### config.mk
export PLATFORM = sky130hd
export DESIGN_NAME = sprite_draw_scheduler
export DESIGN_NICKNAME = d
export VERILOG_FILES = /design/src/rtl/sprite_pkg.sv /design/src/rtl/sprite_draw_scheduler_slot_select.sv /design/src/rtl/sprite_draw_scheduler.sv
export SDC_FILE = /design/constraint.sdc
export NUM_CORES = 1
export LEC_CHECK = 0
export BUFFER_PORTS_ARGS = -buffer_cell sky130_fd_sc_hd__buf_2
export CORE_MARGIN = 4
export CORE_UTILIZATION = 35
export CTS_BUF_LIST = sky130_fd_sc_hd__clkbuf_4
export DETAILED_ROUTE_END_ITERATION = 12
export PLACE_DENSITY = 0.5
export SYNTH_ARGS = -nofsm -noshare
export SYNTH_HDL_FRONTEND = slang
export SYNTH_HIERARCHICAL = 1
export SYNTH_SLANG_ARGS = --single-unit
### constraint.sdc
create_clock -name clk -period 3.2 [get_ports clk]
set_input_delay 0.16 -clock clk [delete_from_list [all_inputs] [get_ports clk]]
set_output_delay 0.16 -clock clk [all_outputs]
set_load 0.005 [all_outputs]
### src/rtl/sprite_pkg.sv
// Shared types and default widths for the sprite draw scheduler.
// The FSM state enum lives here so the bench and RTL agree on names.
package sprite_pkg;

   typedef enum logic [1:0] {
      IDLE  = 2'd0,
      ERASE = 2'd1,
      DRAW  = 2'd2,
      DONE  = 2'd3
   } state_e;

   localparam int X_W_DEF  = 8;
   localparam int Y_W_DEF  = 7;
   localparam int SZ_W_DEF = 5;
   localparam int C_W_DEF  = 3;

   localparam logic [2:0] BG_COLOR_DEF = 3'b000;

endpackage

### src/rtl/sprite_draw_scheduler_slot_select.sv
// Combinational extractor of one slot from a packed descriptor bank.
// The colour can be overridden for the erase pass.
module slot_select #(
   parameter int NUM_OBJ = 5,
   parameter int X_W     = sprite_pkg::X_W_DEF,
   parameter int Y_W     = sprite_pkg::Y_W_DEF,
   parameter int SZ_W    = sprite_pkg::SZ_W_DEF,
   parameter int C_W     = sprite_pkg::C_W_DEF,
   parameter int IW      = $clog2(NUM_OBJ)
) (
   input  logic [NUM_OBJ*X_W-1:0]  bank_x,
   input  logic [NUM_OBJ*Y_W-1:0]  bank_y,
   input  logic [NUM_OBJ*SZ_W-1:0] bank_w,
   input  logic [NUM_OBJ*SZ_W-1:0] bank_h,
   input  logic [NUM_OBJ*C_W-1:0]  bank_c,
   input  logic [NUM_OBJ-1:0]      bank_en,
   input  logic [IW-1:0]           idx,
   input  logic                    force_c,
   input  logic [C_W-1:0]          force_val,
   output logic [X_W-1:0]          x,
   output logic [Y_W-1:0]          y,
   output logic [SZ_W-1:0]         w,
   output logic [SZ_W-1:0]         h,
   output logic [C_W-1:0]          c,
   output logic                    en
);

   always_comb begin
      x  = bank_x[int'(idx)*X_W +: X_W];
      y  = bank_y[int'(idx)*Y_W +: Y_W];
      w  = bank_w[int'(idx)*SZ_W +: SZ_W];
      h  = bank_h[int'(idx)*SZ_W +: SZ_W];
      c  = force_c ? force_val : bank_c[int'(idx)*C_W +: C_W];
      en = bank_en[idx];
   end

endmodule

### src/rtl/sprite_draw_scheduler.sv
// Frame-level draw sequencer: snapshots object descriptors, optionally
// erases the previous frame, then issues one rectangle per visible slot.
module sprite_draw_scheduler #(
   parameter int NUM_OBJ = 5,
   parameter int X_W     = sprite_pkg::X_W_DEF,
   parameter int Y_W     = sprite_pkg::Y_W_DEF,
   parameter int SZ_W    = sprite_pkg::SZ_W_DEF,
   parameter int C_W     = sprite_pkg::C_W_DEF,
   parameter logic [C_W-1:0] BG_COLOR = C_W'(sprite_pkg::BG_COLOR_DEF)
) (
   input  logic                    clk,
   input  logic                    reset,
   input  logic                    frame_start,
   input  logic                    erase_en,
   input  logic [NUM_OBJ*X_W-1:0]  obj_x,
   input  logic [NUM_OBJ*Y_W-1:0]  obj_y,
   input  logic [NUM_OBJ*SZ_W-1:0] obj_w,
   input  logic [NUM_OBJ*SZ_W-1:0] obj_h,
   input  logic [NUM_OBJ*C_W-1:0]  obj_c,
   input  logic [NUM_OBJ-1:0]      obj_en,
   output logic                    req_valid,
   input  logic                    req_ready,
   output logic [X_W-1:0]          req_x,
   output logic [Y_W-1:0]          req_y,
   output logic [SZ_W-1:0]         req_w,
   output logic [SZ_W-1:0]         req_h,
   output logic [C_W-1:0]          req_c,
   output logic                    busy,
   output logic                    frame_done
);
   import sprite_pkg::*;

   localparam int IW = $clog2(NUM_OBJ);
   localparam logic [IW-1:0] LAST = IW'(NUM_OBJ - 1);

   state_e state_q, state_d;
   logic [IW-1:0] idx_q, idx_d;

   logic [NUM_OBJ*X_W-1:0]  cur_x_q, cur_x_d, prev_x_q, prev_x_d;
   logic [NUM_OBJ*Y_W-1:0]  cur_y_q, cur_y_d, prev_y_q, prev_y_d;
   logic [NUM_OBJ*SZ_W-1:0] cur_w_q, cur_w_d, prev_w_q, prev_w_d;
   logic [NUM_OBJ*SZ_W-1:0] cur_h_q, cur_h_d, prev_h_q, prev_h_d;
   logic [NUM_OBJ*C_W-1:0]  cur_c_q, cur_c_d, prev_c_q, prev_c_d;
   logic [NUM_OBJ-1:0]      cur_en_q, cur_en_d, prev_en_q, prev_en_d;

   logic [X_W-1:0]  cx, px;
   logic [Y_W-1:0]  cy, py;
   logic [SZ_W-1:0] cw, pw, ch, ph;
   logic [C_W-1:0]  cc, pc;
   logic            cen, pen;
   logic            capture, slot_en, advance;

   slot_select #(
      .NUM_OBJ(NUM_OBJ), .X_W(X_W), .Y_W(Y_W),
      .SZ_W(SZ_W), .C_W(C_W), .IW(IW)
   ) u_cur (
      .bank_x(cur_x_q), .bank_y(cur_y_q), .bank_w(cur_w_q),
      .bank_h(cur_h_q), .bank_c(cur_c_q), .bank_en(cur_en_q),
      .idx(idx_q), .force_c(1'b0), .force_val('0),
      .x(cx), .y(cy), .w(cw), .h(ch), .c(cc), .en(cen)
   );

   slot_select #(
      .NUM_OBJ(NUM_OBJ), .X_W(X_W), .Y_W(Y_W),
      .SZ_W(SZ_W), .C_W(C_W), .IW(IW)
   ) u_prev (
      .bank_x(prev_x_q), .bank_y(prev_y_q), .bank_w(prev_w_q),
      .bank_h(prev_h_q), .bank_c(prev_c_q), .bank_en(prev_en_q),
      .idx(idx_q), .force_c(1'b1), .force_val(BG_COLOR),
      .x(px), .y(py), .w(pw), .h(ph), .c(pc), .en(pen)
   );

   always_ff @(posedge clk or negedge reset) begin
      if (!reset) begin
         state_q   <= IDLE;
         idx_q     <= '0;
         cur_x_q   <= '0;
         cur_y_q   <= '0;
         cur_w_q   <= '0;
         cur_h_q   <= '0;
         cur_c_q   <= '0;
         cur_en_q  <= '0;
         prev_x_q  <= '0;
         prev_y_q  <= '0;
         prev_w_q  <= '0;
         prev_h_q  <= '0;
         prev_c_q  <= '0;
         prev_en_q <= '0;
      end else begin
         state_q   <= state_d;
         idx_q     <= idx_d;
         cur_x_q   <= cur_x_d;
         cur_y_q   <= cur_y_d;
         cur_w_q   <= cur_w_d;
         cur_h_q   <= cur_h_d;
         cur_c_q   <= cur_c_d;
         cur_en_q  <= cur_en_d;
         prev_x_q  <= prev_x_d;
         prev_y_q  <= prev_y_d;
         prev_w_q  <= prev_w_d;
         prev_h_q  <= prev_h_d;
         prev_c_q  <= prev_c_d;
         prev_en_q <= prev_en_d;
      end
   end

   // A hidden slot still costs one cycle; a visible one waits for ready.
   always_comb begin
      capture = (state_q == IDLE) && frame_start;
      slot_en = (state_q == ERASE) ? pen : cen;
      advance = !slot_en || req_ready;
      state_d = state_q;
      idx_d   = idx_q;
      case (state_q)
         IDLE: begin
            if (frame_start) begin
               state_d = erase_en ? ERASE : DRAW;
               idx_d   = '0;
            end
         end
         ERASE, DRAW: begin
            if (advance) begin
               if (idx_q == LAST) begin
                  state_d = (state_q == ERASE) ? DRAW : DONE;
                  idx_d   = '0;
               end else begin
                  idx_d = idx_q + IW'(1);
               end
            end
         end
         default: state_d = IDLE;
      endcase
      cur_x_d   = capture ? obj_x  : cur_x_q;
      cur_y_d   = capture ? obj_y  : cur_y_q;
      cur_w_d   = capture ? obj_w  : cur_w_q;
      cur_h_d   = capture ? obj_h  : cur_h_q;
      cur_c_d   = capture ? obj_c  : cur_c_q;
      cur_en_d  = capture ? obj_en : cur_en_q;
      prev_x_d  = capture ? cur_x_q  : prev_x_q;
      prev_y_d  = capture ? cur_y_q  : prev_y_q;
      prev_w_d  = capture ? cur_w_q  : prev_w_q;
      prev_h_d  = capture ? cur_h_q  : prev_h_q;
      prev_c_d  = capture ? cur_c_q  : prev_c_q;
      prev_en_d = capture ? cur_en_q : prev_en_q;
   end

   always_comb begin
      req_valid  = 1'b0;
      req_x      = '0;
      req_y      = '0;
      req_w      = '0;
      req_h      = '0;
      req_c      = '0;
      busy       = (state_q != IDLE);
      frame_done = (state_q == DONE);
      case (state_q)
         ERASE: begin
            req_valid = pen;
            req_x     = px;
            req_y     = py;
            req_w     = pw;
            req_h     = ph;
            req_c     = pc;
         end
         DRAW: begin
            req_valid = cen;
            req_x     = cx;
            req_y     = cy;
            req_w     = cw;
            req_h     = ch;
            req_c     = cc;
         end
         default: ;
      endcase
   end

endmodule

==> results.md <==
- Synth-to-layout area growth: 29.85%
- Crit share post-route: 93.99%
- Synth Area in XOR/XNOR: 0%
- DR WL/cell: 19.09 um
- Max-slew violations: 0
- Compound-Gate Fraction of Synth Area: 8.023%
- Synthesis Warnings: 6
- Kind of end point of the critical path: register
- Initial drt markers: 481
- Final WS setup: 0.1923 ns
- Clock power share: 18.1%
- CTS tree: done
- Setup Crit Path Kind: register to register
- Worst-Margin Slew: 0.5600 ns
- CTS buffer count: 85
- Startpoint class of the critical path: register
- Pre-CTS worst setup slack: roughly 0.7 ns
- Setup TNS: 0 ns
- Power Density: 1047 mW/mm^2
- TritonRoute pass-1 iters: 5
- Internal power: approximately 13,000 uW
- R2R depth: 9
- Final min period: ~3 ns
- Core Region: 0.04001 sq mm
- Crit path max fanout: 19
- Slew margin rel.: 62.66%
- Syn Inst Count: 998
- # fillers: 3,723
- Initial Util: 35.67%
- Setup crit end: state_q[1]
- Sw frac: 34.68%
- Multiplexer share of the synthesized area: 33.94%
- Gr ovfl total: 0
- Number of max-cap violations: 0
- Async SR Flop Fraction: 100.0%
- Seq pwr share: 36.5%
- Synth area leader: dfrtp_1
- Leakage: 0.008470 uW
- Area of the die: between 0.04 and 0.05 sq mm
- Die H: 209.9 um
- Sequential fraction of the synthesis area: roughly half
- Post-Synth Simple-Gate Area: 2.122%
- Htree depth: 3
- Largest family of logic cells by synthesized area: multiplexers
- Hold Violations, Final: 0
- Yosys reg bits: between 200 and 300
- EDFF count, synth: 0
- ANT nets after route: 0
- Setup violators final: 0
- Worst skew pair latency: 0.76 ns
- All-Layer GR Usage: 16.99%
- Critical path arrival: 3.66 ns
- DP Wirelength: between 20,000 and 25,000 um
- Post-layout nets: 1,546
- Vias: 9,751
- Share of the synthesized area in the top cell type: 51.73%
- Final Wtd Congestion: 0.7405
- Worst vdd rail ir drop: 426.0 uV
- FF-to-FF End: state_q[1]
- Area of the multi-input gates: 0.006519 sq mm
- Largest net degree at the start of global routing: slightly below 90
- Hold WC Path Type: input port to register
- Clock slew at reported path FFs: roughly 0.060 ns
- Synth cell types: 35
- Hold WS: approximately 0.16 ns
- Worst Path Required: 3.85 ns
- IO Port Bufs: 180
- Initial antenna violation count: 4
- Num rows: 73
- Sequential cell area: approximately 0.0074 sq mm
- Status: finished, final reports clean
- Unrepaired setup endpoints after global routing: no
- Horiz. Die Dim: roughly 210 um
- Num Clock Sinks: around 300
- Max Fclk: between 300 and 400 MHz
- Post-route DRC: 0
- Reg2reg start: idx_q[2]
- Clock Path Buffers: 3
- Cell Area, Synth: around 0.014 sq mm
- Count leader, synth: dfrtp_1
- Layout Skew: 0.04938 ns
- Most used flip-flop cell after synthesis: dfrtp_1
- Synth top cells by count: dfrtp_1, mux2_2, mux2i_1
- Tot Pwr: 19,400 uW
- Via density: 4.942
- Hold Crit Depth: 3
- First-pass GRT wire length: 59,110 um
- Vias in the first global route: 10,448
- Net Switching: 6729 uW
- Syn_area_per_cell: 14.30 sq um
- Register-to-register setup slack: roughly 0.19 ns
- Share of cells above drive strength 1: 45.67%
- CTS root buffer: clkbuf_4
- Drt total wl: ~38,000 um
- Post-synthesis adder-cell area fraction: less than 1%
- Synth area leaders: dfrtp_1, mux2_2, mux2_4
- Combinational group share of total power: 45.5%
- # IOs: about 180
- CP Launch Point: idx_q[2]
## layout by cell type (no fill, tap or decap), types with 3 or more instances in the layout
master | netlist | layout
buf_12 | 0 | 9
a21oi_1 | 8 | 8
nor2_1 | 7 | 7
dlygate4sd3_1 | 0 | 152
nand2_1 | 6 | 3
buf_4 | 4 | 16
inv_1 | 12 | 12
nor2b_1 | 31 | 28
clkbuf_4 | 0 | 124
mux2i_1 | 101 | 101
o22ai_1 | 50 | 50
clkinv_1 | 0 | 10
mux4_2 | 8 | 8
a2bb2oi_1 | 50 | 50
ha_4 | 0 | 3
buf_6 | 13 | 4
mux2_2 | 191 | 191
ha_1 | 7 | 4
diode_2 | 0 | 5
mux2_4 | 100 | 100
buf_2 | 41 | 179
a221oi_1 | 6 | 6
a22oi_1 | 29 | 29
conb_1 | 2 | 18
dfrtp_1 | 295 | 292
inv_2 | 2 | 5
## critical path, stage by stage, from the launching register on
cell           delay [ns]
dfrtp_4              0.63
buf_6                0.29
nor2b_4              0.07
a2bb2oi_1            0.16
o22ai_1              0.12
mux2i_1              0.34
nor2_1               0.11
a211oi_2             0.23
dlygate4sd3_1        0.59
mux2_2               0.33
## worst min path at each step
stage                     startpoint          end  slack, ns
after global placement         reset  cur_y_q[19]       0.19
after detailed placement       reset  prev_c_q[2]       0.20
after CTS                  obj_x[31]  cur_x_q[31]       0.04
after floorplan                reset   cur_c_q[0]      -0.14
final                      obj_x[39]  cur_x_q[39]       0.16
after global routing       obj_x[23]  cur_x_q[23]       0.09
## kinds of logic (layout without fill, tap and decap cells)
kind of cell,count (synthesis),count (layout)
flops,295,295
simple gates,52,52
compound gates,152,152
fa+ha+maj,7,7
mux,400,400
buf+inv,90,519
other cells,2,23
## power groups by stage
stage	registers [uW]	clock network, uW	logic [uW]
floorplan	6580	0	6700
global placement	7190	0	8260
detailed placement	7180	0	8370
CTS	7110	3700	8690
global route	7350	3890	9530
finish	7080	3510	8820
## metal layers
| metal | vias up | GRT usage [%] | share of wire [%] |
|---|---|---|---|
| met2 | 261 | 25.98 | 46 |
| met5 | - | 0 | 0.053 |
| met1 | 4878 | 23.53 | 47 |
| li1 | 4536 | - | - |
| met3 | 72 | 4.753 | 5.3 |
| met4 | 4 | 5.446 | 2.1 |
## area by class of cell
class / instances / area share [%]
well taps: 525 / 3.545
flip-flops and latches: 295 / 39.89
inverters: 14 / 0.2836
clock buffers: 124 / 5.024
multi-input cells: 629 / 35.18
repair buffers: 364 / 15.37
diodes: 5 / 0.06753
clock inverters: 17 / 0.6415
## sequential cells by signal, indices dropped and copies added (netlist names), 25 cells and up
register  count
cur_x_q      40
prev_h_q     25
prev_w_q     25
cur_w_q      25
cur_y_q      35
prev_x_q     40
prev_y_q     35
cur_h_q      25
## repair_timing
| item | CTS | global route |
|---|---|---|
| endpoints found under the setup margin | 24 | 20 |
| endpoints found under the hold margin | 445 | 0 |
| buffers inserted | 1 | 6 |
| gates resized for setup | 4 | 11 |
| hold buffers | 153 | 0 |
## metrics by stage
step | std cells | instance area [sq um] | util, %
2_1_floorplan | 1014 | 14330 | -
3_3_place_gp | 1667 | 15760 | 39.39
3_5_place_dp | 1667 | 15760 | 39.39
4_1_cts | 1962 | 18400 | 46.00
5_1_grt | 1970 | 18520 | 46.30
6_report | 1973 | 18530 | 46.32
Power figures use the tool's default switching activity.
